`config.mk`:
```
export PLATFORM = sky130hd
export DESIGN_NAME = nmix_mac
export DESIGN_NICKNAME = d
export VERILOG_FILES = /design/src/rtl/nmix_pkg.sv /design/src/rtl/nmix_core.sv /design/src/rtl/nmix_mac.sv
export SDC_FILE = /design/constraint.sdc
export NUM_CORES = 1
export LEC_CHECK = 0
export ABC_AREA = 1
export CORE_MARGIN = 10
export CORE_UTILIZATION = 50
export CTS_CLUSTER_SIZE = 12
export DETAILED_ROUTE_END_ITERATION = 12
export PLACE_DENSITY = 0.76
export SLEW_MARGIN = 20
export SYNTH_ARGS = -nofsm -noshare
export SYNTH_HDL_FRONTEND = slang
export SYNTH_SLANG_ARGS = --single-unit
export TNS_END_PERCENT = 30
```
`constraint.sdc`:
```
create_clock -name clk -period 6.7 [get_ports clk]
set_clock_uncertainty 0.15 [all_clocks]
set_input_delay 2.01 -clock clk [delete_from_list [all_inputs] [get_ports clk]]
set_output_delay 2.01 -clock clk [all_outputs]
set_load 0.02 [all_outputs]
```
`src/rtl/nmix_pkg.sv`:
```
// Shared definitions for the NMIX MAC engine: FSM encoding, counter width
// and a width-generic rotate-left helper.
package nmix_pkg;

    typedef enum logic [1:0] {
        ST_IDLE   = 2'd0,
        ST_ACCEPT = 2'd1,
        ST_MIX    = 2'd2,
        ST_DONE   = 2'd3
    } state_e;

    localparam int CNT_W = 16;
    localparam logic [CNT_W-1:0] CNT_MAX = 16'hFFFF;

    // Widest W the rotate helper handles; callers zero-extend into this width.
    localparam int MAX_W = 128;

    // Rotate the low w bits of v left by amt (amt < w); bits above w are zero.
    function automatic logic [MAX_W-1:0] rotl(input logic [MAX_W-1:0] v,
                                              input int amt,
                                              input int w);
        logic [MAX_W-1:0] mask;
        mask = (w >= MAX_W) ? {MAX_W{1'b1}} : ((MAX_W'(1) << w) - MAX_W'(1));
        return ((v << amt) | (v >> (w - amt))) & mask;
    endfunction

endpackage

```
`src/rtl/nmix_core.sv`:
```
// Combinational NMIX mixer: a ripple of XOR/AND carries across W bits,
// with the final carry-out dropped.
module nmix_core #(
    parameter int W = 32
) (
    input  logic [W-1:0] i_x,
    input  logic [W-1:0] i_r,
    output logic [W-1:0] o_y
);

    logic w_c;

    // Bit-serial carry chain from LSB to MSB
    always_comb begin
        o_y = '0;
        w_c = 1'b0;
        for (int i = 0; i < W; i++) begin
            o_y[i] = i_x[i] ^ i_r[i] ^ w_c;
            w_c    = (i_x[i] & i_r[i]) ^ w_c;
        end
    end

endmodule

```
`src/rtl/nmix_mac.sv`:
```
// Sequential MAC engine: absorbs W-bit words under a captured key, running
// ROUNDS NMIX rounds per word, then holds the tag until acknowledged.
module nmix_mac
    import nmix_pkg::*;
#(
    parameter int          W      = 32,
    parameter int          ROUNDS = 4,
    parameter logic [W-1:0] IV    = '0
) (
    input  logic             clk,
    input  logic             reset,
    input  logic             start,
    input  logic [W-1:0]     key,
    input  logic             in_valid,
    input  logic [W-1:0]     in_data,
    input  logic             in_last,
    output logic             in_ready,
    output logic             tag_valid,
    output logic [W-1:0]     tag,
    input  logic             tag_ack,
    output logic             busy,
    output logic [CNT_W-1:0] word_cnt
);

    localparam int RW = $clog2(ROUNDS + 1);
    localparam logic [RW-1:0] LAST_ROUND = RW'(ROUNDS - 1);

    state_e           r_state;
    state_e           w_state_next;
    logic [W-1:0]     r_s;
    logic [W-1:0]     r_key;
    logic [RW-1:0]    r_round;
    logic [CNT_W-1:0] r_cnt;
    logic             r_last;
    logic [W-1:0]     w_round_key;
    logic [W-1:0]     w_mix_y;
    logic             w_last_round;

    // Round r mixes with the key rotated left by r mod W.
    assign w_round_key  = W'(rotl(MAX_W'(r_key), int'(r_round) % W, W));
    assign w_last_round = (r_round == LAST_ROUND);
    assign word_cnt     = r_cnt;

    nmix_core #(.W(W)) u_core (
        .i_x (r_s),
        .i_r (w_round_key),
        .o_y (w_mix_y)
    );

    // FSM state register
    always_ff @(posedge clk) begin
        if (reset) begin
            r_state <= ST_IDLE;
        end else begin
            r_state <= w_state_next;
        end
    end

    // Next-state decode and outputs decoded from registered state only
    always_comb begin
        w_state_next = r_state;
        in_ready     = 1'b0;
        tag_valid    = 1'b0;
        tag          = '0;
        busy         = 1'b1;
        case (r_state)
            ST_IDLE: begin
                busy = 1'b0;
                if (start) w_state_next = ST_ACCEPT;
                else       w_state_next = ST_IDLE;
            end
            ST_ACCEPT: begin
                in_ready = 1'b1;
                if (in_valid) w_state_next = ST_MIX;
                else          w_state_next = ST_ACCEPT;
            end
            ST_MIX: begin
                if (w_last_round) w_state_next = r_last ? ST_DONE : ST_ACCEPT;
                else              w_state_next = ST_MIX;
            end
            ST_DONE: begin
                tag_valid = 1'b1;
                tag       = r_s;
                if (tag_ack) w_state_next = ST_IDLE;
                else         w_state_next = ST_DONE;
            end
            default: begin
                w_state_next = ST_IDLE;
            end
        endcase
    end

    // Datapath: state, key, round index, word count and last flag
    always_ff @(posedge clk) begin
        if (reset) begin
            r_s     <= '0;
            r_key   <= '0;
            r_round <= '0;
            r_cnt   <= '0;
            r_last  <= 1'b0;
        end else begin
            case (r_state)
                ST_IDLE: begin
                    if (start) begin
                        r_s   <= IV;
                        r_key <= key;
                        r_cnt <= '0;
                    end
                end
                ST_ACCEPT: begin
                    if (in_valid) begin
                        r_s     <= r_s ^ in_data;
                        r_last  <= in_last;
                        r_round <= '0;
                        if (r_cnt != CNT_MAX) r_cnt <= r_cnt + CNT_W'(1);
                    end
                end
                ST_MIX: begin
                    r_s     <= w_mix_y;
                    r_round <= r_round + RW'(1);
                end
                default: begin
                    r_s <= r_s;
                end
            endcase
        end
    end

endmodule

```
; ---- After elaboration in Yosys (flattened, before gate mapping)
; Cells that the tools add are included.
[classes]
addsub = 3
multipliers = 0
div = 0
order_cmp = 0
eq_ne = 8
shifts = 2
n_mux = 19
n_bitwise = 126
reduce_logical = 9
[ops]
columns = operator, count
row1 = two-way mux 32 bit, 3
row2 = case mux 32 bit (3 select lines), 1
row3 = XOR 1 bit, 93
row4 = two-way mux 16 bit, 3
row5 = OR 32 bit, 1
row6 = case mux 16 bit (2 select lines), 1
row7 = left shift 32 x 3 -> 32 bit, 1
row8 = >> shifter 32 x 32 -> 32 bit, 1
row9 = XOR 32 bit, 1
row10 = bitwise AND 1 bit, 31
row11 = "adder 16 x 1 -> 16 bit, second input constant", 1
row12 = "!= test 16 bit, second input constant", 1
row13 = two-way mux 2 bit, 4
row14 = case mux 2 bit (4 select lines), 1
row15 = "subtractor 6 x 3 -> 7 bit, first input constant", 1
row16 = "!= test 2 bit, second input constant", 3
row17 = case mux 3 bit (2 select lines), 1
row18 = AND reduction 2 bit, 3
row19 = "== test 2 bit, second input constant", 2
row20 = two-way mux 1 bit, 4
row21 = AND reduction 4 bit, 1
row22 = nonzero test 2 bit, 2
row23 = "adder 3 x 1 -> 3 bit, second input constant", 1
row24 = "== test 3 x 2 -> 1 bit, second input constant", 1
row25 = other kinds (5), 5
[word_totals]
reg_bits = 86
latch_bits = 0
ram_bits = 0
romBits = 0
out_inout_bits = 51
elab_cells = 173
mem_count = 0

; ---- Logic depth before layout (Yosys ltp)
; Gate-level depths: netlist of run 1.
[depth]
ltp_word = 36
ltp_mapped = 64
ltp_nobuf = 60

; ---- Hierarchy
; From an unflattened synthesis of run 1, not the netlist that was laid out.
[unflattened]
hier_cells = 1352
hier_area_um2 = 8018.9
[modules_own_cells]
columns = module, n_inst, cells_per_inst, area_each_um2, seq_area_each_um2
row1 = nmix_mac, 1, 1119, 6351.1, 1721.7
row2 = nmix_core, 1, 233, 1667.8, 0.0

; ---- Worst setup path after synthesis of run 1
; No wires, ideal clock.
[synth_timing]
path_type = register to register
from = reg r_round[0]
to = reg r_s[31]
setup_ns = 0.131
arrival_time_ns = 6.491
required_time_ns = 6.419
path_slack_ns = -0.071
path_stages_with_launch = 61
path_buffers = 5
synth_period_minus_slack_ns = 6.771
cell_sequence = dfxtp_1 clkbuf_1 inv_1 clkbuf_1 clkbuf_1 ha_1 clkbuf_1 inv_1 clkbuf_1 nor2_1 o311ai_0 o221ai_1 ha_1 inv_2 nand2_2 nand2_1 nand2_2 nand3_2 (+25 left out) nand3_2 nand3_1 nand3_1 nand3_1 nand3_1 nand3_2 nand3_2 nand3_1 nand3_1 nand3_2 nand3_1 nand3_1 nand2_1 nand2_1 nand3_1 nand2_1 nand2_1 a21oi_2
[synth_via]
elab_chain_cells = 36
[synth_lines]
columns = element, line_no
row1 = start: declaration, nmix_mac.sv:32  ; logic [RW-1:0] r_round;
row2 = start signal: assignment, nmix_mac.sv:120  ; r_round <= r_round + RW'(1);
row3 = subtractor 6 x 3 -> 7 bit, nmix_pkg.sv:24  ; return ((v << amt) | (v >> (w - amt))) & mask;
row4 = >> shifter 32 x 32 -> 32 bit, nmix_pkg.sv:24
row5 = OR 32 bit *, nmix_pkg.sv:24
row6 = bitwise AND 1 bit, nmix_core.sv:19  ; w_c = (i_x[i] & i_r[i]) ^ w_c;
row7 = XOR 1 bit (30 in series), nmix_core.sv:19
row8 = XOR 1 bit *, nmix_core.sv:18  ; o_y[i] = i_x[i] ^ i_r[i] ^ w_c;
row9 = case mux 32 bit (3 select lines) *, nmix_mac.sv:102  ; case (r_state)
row10 = end signal: assignment, nmix_mac.sv:112  ; r_s <= r_s ^ in_data;
row11 = end signal: assignment, nmix_mac.sv:119  ; r_s <= w_mix_y;
row12 = end signal: assignment, nmix_mac.sv:123  ; r_s <= r_s;
row13 = end: declaration, nmix_mac.sv:30  ; logic [W-1:0] r_s;
; Every way passes the cells marked *; elsewhere a longest branch is shown, timed or not.
; A chain may end at the register's enable or synchronous reset.

; ---- Final worst setup path of run 1
; Same ends and word-level chain as after synthesis.

==> results of run 1 <==
==> per-stage QoR <==
step           power [mW]  instance area [sq um]  setup slack, ns
2_1_floorplan      0.8025                   7599         0.007316
3_3_place_gp       0.9233                   8935           0.2739
5_1_grt             1.578                  10120          -0.3611
6_report            1.507                  10120          0.02831
3_5_place_dp       0.9274                   8935          0.05411
4_1_cts             1.462                   9261          0.02270
==> worst max-delay path: cells and delay by family, from the launching register on <==
kind,cells,cell delay [ns]
fa+ha+maj,2,0.54
simple gates,48,4.59
flops,1,0.36
buf+inv,4,0.48
compound gates,4,0.46
==> kinds of logic (layout without fill, tap and decap cells) <==
kind of cell    after synthesis  in the layout  synth area share, %
xor+xnor                     36             36                4.151
flops                        86             86                22.67
buf+inv                     190            304                9.619
compound gates              298            298                21.28
simple gates                587            587                34.74
fa+ha+maj                    41             41                6.753
mux                           6              6               0.7907
==> synthesized netlist by cell type, drive strengths merged <==
cell type  instances
a211oi             2
mux2i              6
a221oi             1
xnor2             27
a21oi             97
xor2               9
buf                7
o21a               1
or2                7
o221ai             4
o31ai              1
o21ai            156
a31oi              2
nor3              15
o311a              1
o32ai              3
nand2            330
o22ai             13
ha                41
nor2             104
a211o              1
a21o               1
a21boi             3
o211a              1
inv              126
nand3            129
nand3b             1
o211ai             5
o21bai             1
dfxtp             86
and3               1
o311ai             1
clkbuf            57
a32o               4
==> timing repair <==
item | in CTS | in global routing
endpoints found under the hold margin | 0 | 0
buffers inserted | 2 | 19
gates cloned | 0 | 2
gates resized for setup | 4 | 135
endpoints found under the setup margin | 1 | 7
pin swaps | 0 | 35
==> sequential cells by signal, summed over array words and instances, names as in the netlist <==
register	count
r_key	32
word_cnt	16
r_state	2
r_s	32
r_round	3
r_last	1
==> layer usage <==
metal	track usage (%)	vias up	part of all wire (%)	routed length [um]
met5	0	-	0	0
met3	3.947	74	6.8	1709
met2	35.45	338	46	11730
li1	-	4341	-	-
met4	4.836	0	2.7	684
met1	28.69	3959	44	11120
==> where the power goes <==
| part | total [mW] | leakage (nW) | switching, mW | internal, mW |
|---|---|---|---|---|
| registers | 0.554 | 0.702 | 0.0197 | 0.535 |
| logic | 0.415 | 3.47 | 0.249 | 0.167 |
| clock network | 0.537 | 0.150 | 0.235 | 0.302 |
| total | 1.51 | 4.32 | 0.503 | 1.00 |
==> cell type report <==
type                    count  area [sq um]  area share (%)
repair inverters            2         12.51          0.1237
well taps                 184         230.2           2.275
clock inverters             5         65.06          0.6430
clock buffers              10         239.0           2.362
flip-flops and latches     86          1724           17.04
multi-input cells         968          5802           57.34
inverters                 126         480.5           4.748
repair buffers            161          1565           15.47
==> worst paths after layout <==
| path | from | depth (start not counted) | to | slack [ns] |
|---|---|---|---|---|
| hold / removal | r_last | 2 | r_last | 0.32 |
| hold reg to reg | r_last | 2 | r_last | 0.32 |
| setup / recovery | r_round[0] | 58 | r_s[31] | 0.03 |
| setup reg to reg | r_round[0] | 58 | r_s[31] | 0.03 |
==> results by stage, run 1 <==
Timing:
- For the pin with the worst max-slew slack, the measured transition is a little over 0.9 ns.
- The worst hold slack is around 0.32 ns.
- The headroom to the max-slew limit is between 30% and 40%.
- The final setup TNS is 0 ns.
- The top achievable clock speed is roughly 150 MHz.
- The total count of hold-check failures in the final report was 0.
- The share of the clock period used by the worst path is between 90% and 100%.
- The clock period could shrink to about 6.7 ns.
- The count of final max-slew check failures was 0.
- The final count of negative-setup-slack endpoints is 0.

Critical path:
- STA classifies the critical path startpoint as a register.
- For the worst setup path, the data required time is ~7 ns.
- At the worst endpoint, the arrival time is 6.82 ns.
- The critical path in this run is classified as reg -> reg.
- The type of element capturing the critical path is a register.
- The worst-path cell with the longest stage delay is dfxtp_2.
- On the worst path, the slowest cell contributes a delay of ~0.36 ns.
- In this run the worst path has a maximum fanout of 6.
- In this design, the critical path's most frequently occurring cell is nand2_2.

Clocking:
- The tree built by TritonCTS fans out to between 80 and 90 sinks.
- After clock tree synthesis, the flow added hold-fix buffers numbering 0.
- The CTS buffer count is 9.
- The clock passes through at most 2 buffers.
- The clock latency at the later pin of the worst-skew pair is around 0.36 ns.
- The H-tree was split into 3 levels.
- The clock root buffer is clkbuf_16.
- TritonCTS built the clock tree.
- Clock-pin slew was measured on the worst setup and hold paths at around 0.070 ns.

Finish:
- The non-filler instance count after layout is 1,542.
- The most frequent standard cell in the layout excluding fill and tap cells is nand2_1.
- 0 antenna diodes ended up in the layout.
- The share of final-layout standard cells stronger than drive strength 1 is around 13%.
- In the layout the commonest cells are nand2_1 (302), o21ai_0 (148), inv_1 (121).
- The filler cell count is 1,307.
- The net count of the finished layout is between 1,000 and 1,500.
- The layout overhead on the synthesized area is 33.21%.
- Cells fill between 60 and 70% of the core in the end.

Outcome:
- The flow ran to the end, and the final reports show no timing, DRC or antenna violations.

Floorplan:
- The die boundary height is roughly 140 um.
- The floorplan row count is 44.
- Once the floorplan was initialized, standard cells occupied approximately half of the core.
- The count of boundary I/O pins is between 100 and 150.
- The floorplan step defined a die boundary enclosing ~21,000 sq um.
- The core area is roughly 15,000 sq um.
- The die span in x is between 100 and 150 um.

Synth:
- The number of warnings printed during yosys synthesis is 0.
- Synthesis inferred 86 register bits.
- The synthesized netlist occupies a cell area of 7596 sq um.
- By area the synthesized netlist is led by dfxtp_1 (23%), nand2_1 (15%), o21ai_0 (10%), ha_1 (6.8%), nand3_1 (6.7%).
- The share of the synthesized area in the top cell type is between 20% and 30%.
- Counting every instance in the synthesized netlist gives approximately 1,200.
- The total nets after synthesis is ~1,400.
- The distinct cell type count of the synthesized netlist is 42.
- Summed over all instances, the cell type with the most area after synthesis is dfxtp_1.
- The share of the yosys chip area belonging to registers is 22.67%.
- Averaged over all synthesized cells, the footprint is around 6 sq um.

Power:
- Across the VDD grid, the largest voltage drop is about 160 uV.
- The leakage power is between 4 and 5 nW.
- The ratio of total power to cell area is ~150 nW/um^2.

Routing:
- The detailed router finished its first iteration with ~690 violations.
- The detailed router placed ~8,700 vias in this run.
- In the final routed layout, each cell accounts on average for about 16 um.
- In the routed layout, each cell is associated on average with a via count of around 5.6.
- The remaining design rule violation count is 0.
- The post-detailed-routing wire length is 25.24 mm.
- The first-pass iteration count of the detailed router is 5.
- The number of nets still failing antenna checks after routing is 0.

Global routing:
- The number of global-route vias before repair was 7,559.
- Global routing consumed, over all layers together, ~22% of the routing resources.
- The global-route wire length before repair is roughly 37 mm.
- The number of antenna violations at the first check in global routing is 0.
- For this run the aggregate overflow at the end of global routing stands at 0.
- The largest net degree at the start of global routing is between 40 and 50.

Placed design:
- The total placed cells including tap cells is 1,504.
- The port buffer count is 120.
- The congestion estimate from routability-driven global placement came to ~0.96.
- The wire-length estimate of the detail-placed layout is between 15 and 20 mm.

Worst hold path:
- The class of the worst hold path is reg -> reg.

Run:
- The tool flagged a number of max-cap violations equal to 0.
(Power assumes the default switching activity.)
==> run 2, diff against run 1 <==
==> constraint.sdc (replaced) <==
create_clock -name clk -period 5.5 [get_ports clk]
set_clock_uncertainty 0.15 [all_clocks]
set_input_delay 1.65 -clock clk [delete_from_list [all_inputs] [get_ports clk]]
set_output_delay 1.65 -clock clk [all_outputs]
set_load 0.02 [all_outputs]
==> results by stage, run 2 (synthesized netlist as in run 1, its figures left out) <==
Clocking:
- The deepest clock path buffer count is 2.
- The post-cts hold buffer count is 0.
- CTS saw 86 sinks.
- The clock transition time at the flip-flop clock pins of the worst setup and hold paths is roughly 0.08 ns.
- The later pin in the worst-skew pair is clocked with a latency of between 0.3 and 0.4 ns.
- Counting the buffers created by CTS gives 9.
- The clock root buffer is clkbuf_16.
- TritonCTS built the clock tree.
- The H-tree depth reported by CTS is 3.

Critical path:
- The worst-path cell with the longest stage delay is dfxtp_4.
- The number of cells on the worst reg-to-reg path is 53.
- The worst reg2reg path startpoint is r_round[0].
- In this run the register-to-register setup slack is -1.35 ns.
- Of all nets on the critical path, the largest fanout is 5.
- The most numerous cell type found on the critical path is nand2_4.
- The delay of the slowest cell on the worst path is just over 0.4 ns.
- The type of element capturing the critical path is a register.
- Data arrives at the worst endpoint at about 7 ns.
- The end of the worst register-to-register path is r_s[31].
- The path type of the worst setup path is reg -> reg.
- At the worst endpoint, the required time is about 5.7 ns.
- The startpoint kind of the worst setup timing path is a register.

Routing:
- The first-pass iteration count of the detailed router is 7.
- Dividing the detail-routed via count by the number of cells gives slightly above 6.
- The via count is just over 10,000.
- Dividing the detail-routed wire length by the instance count gives 19.62 um.
- The remaining design rule violation count is 0.
- The number of nets still failing antenna checks after routing is 0.
- The number of violations reported at the end of detailed-routing iteration 0 is ~1,400.
- The post-detailed-routing wire length is between 30 and 40 mm.

Worst hold path:
- The class of the worst hold path is reg -> reg.
- The endpoint of the worst hold path is r_last.
- The worst hold path was traced through 2 stages.
- The startpoint identified for the worst hold timing path is r_last.

Finish:
- The post-route netlist has approximately a quarter of its cells at a drive strength greater than 1.
- The non-filler instance count after layout is ~1,700.
- The most frequent standard cell in the layout excluding fill and tap cells is nand2_1.
- Cells fill between 80 and 90% of the core in the end.
- The area of all placed cells without fillers is 11,770 sq um.
- Leaving out fill and tap cells, the most frequent cells in the layout are nand2_1 (291), buf_4 (171), o21ai_0 (136).
- Relative to the synthesized area, the layout overhead comes to 54.97%.
- The multi-input combinational cells in the finished layout cover a total of about 6300 sq um.
- Registers take 1727 sq um.
- The final-stage net count is roughly 1,600.
- After filler insertion, the fill cell instance count of the layout stands at roughly 1,000.
- 0 antenna diodes ended up in the layout.

Power:
- In this run the static leakage power is ~5.1 nW.
- The ratio of total power to cell area is roughly 170 nW/um^2.
- The post-layout total power is roughly 2.0 mW.
- The largest vdd supply drop is about 160 uV.

Global routing:
- The number of antenna violations at the first check in global routing came to 0.
- The overflow left after global routing is 0.
- Entering global routing, the biggest net connects 44 pins.
- Global routing used approximately 28% of the available tracks.
- The first global-routing pass estimated about 47 mm of wire.
- The number of global-route vias before repair is between 9,000 and 10,000.

Floorplan:
- The starting density of the core is around 52%.
- Row generation in the floorplan step produced 44 rows.
- The die outline area is roughly 20,000 sq um.
- The core area is 14,700 sq um.
- During I/O placement, the number of pins put on the boundary was 121.
- In this run the vertical extent of the chip is approximately 140 um.
- The die span in x is around 140 um.

Timing:
- Setup repair after global routing could not meet its margin everywhere.
- Based on the critical path, the design can be clocked at up to 146.1 MHz.
- The count of final max-slew check failures is 0.
- The total count of hold-check failures in the final report was 0.
- After layout, the minimum clock period comes to about 6.8 ns.
- The final count of negative-setup-slack endpoints is 14.
- The transition time of the tightest slew-check pin is slightly below 1 ns.
- The headroom to the max-slew limit is 33.71%.
- The worst path uses 124.5% of the clock period.
- The worst setup slack after layout is -1.346 ns.

Placed design:
- The placer's final routability congestion estimate is 0.9853.
- The port buffer count is 120.
- Once detailed placement completed, the half-perimeter wirelength came to roughly 19 mm.
- In this run the cell area measured after placement is roughly 10000 sq um.
- Including well taps, the total number of placed cells is ~1,600.

Run:
- The max-cap violation count is 0.

Outcome:
- The run finished, with violations left.
- The final reports fail on setup timing.
-- run 2: repair_timing --
action,CTS,global route
setup buffers,58,16
pin swaps,52,48
gates resized for setup,148,54
endpoints found under the setup margin,10,14
cloned,4,0
-- run 2: worst max path at each step --
stage,from,endpoint,slack (ns),cells past startpoint
floorplan,r_round[0],r_s[31],-0.66,62
global placement,r_round[0],r_s[31],-0.56,57
detailed placement,r_round[0],r_s[30],-0.81,58
CTS,r_round[0],r_s[31],-0.61,58
global route,r_round[0],r_s[31],-1.55,55
finish,r_round[0],r_s[31],-1.35,53
-- run 2: critical path: cells and delay by family, from the launching register on --
family / cells / cell delay, ns
DFF: 1 / 0.41
adders and majority gates: 2 / 0.53
AOI/OAI and AO/OA: 3 / 0.60
buffers and inverters: 3 / 0.31
and+or+nand+nor: 45 / 4.77
-- run 2: cell type report --
cell class / instances / area share, %
clock buffers: 9 / 1.913
clock inverters: 7 / 0.6271
inverters: 126 / 4.167
multi-input cells: 968 / 53.54
flip-flops and latches: 86 / 14.67
well taps: 184 / 1.956
repair buffers: 307 / 23.02
repair inverters: 2 / 0.1063
-- run 2: power by group --
part / leakage [nW] / internal (mW) / switching (mW) / total [mW]
Sequential: 0.703 / 0.650 / 0.0241 / 0.674
Combinational: 4.30 / 0.309 / 0.382 / 0.691
Clock: 0.140 / 0.321 / 0.322 / 0.643
Total: 5.14 / 1.28 / 0.728 / 2.01
-- run 2: metal layers --
layer  global-route usage [%]  routed length, um  part of all wire, %
met5                        0                  0                    0
met4                    12.79               2080                  6.3
met3                    5.373               3902                   12
met2                    45.17              14460                   44
met1                    34.43              12700                   38
-- run 2: per-stage QoR --
step / setup WS, ns / hold slack, ns / TNS, ns
3_3_place_gp: -0.5568 / 0.3000 / -2.419
4_1_cts: -0.6092 / 0.3195 / -3.141
6_report: -1.346 / 0.3183 / -10.95
5_1_grt: -1.553 / 0.3333 / -13.63
2_1_floorplan: -0.6575 / 0.2797 / -2.818
3_5_place_dp: -0.8074 / 0.3084 / -4.603
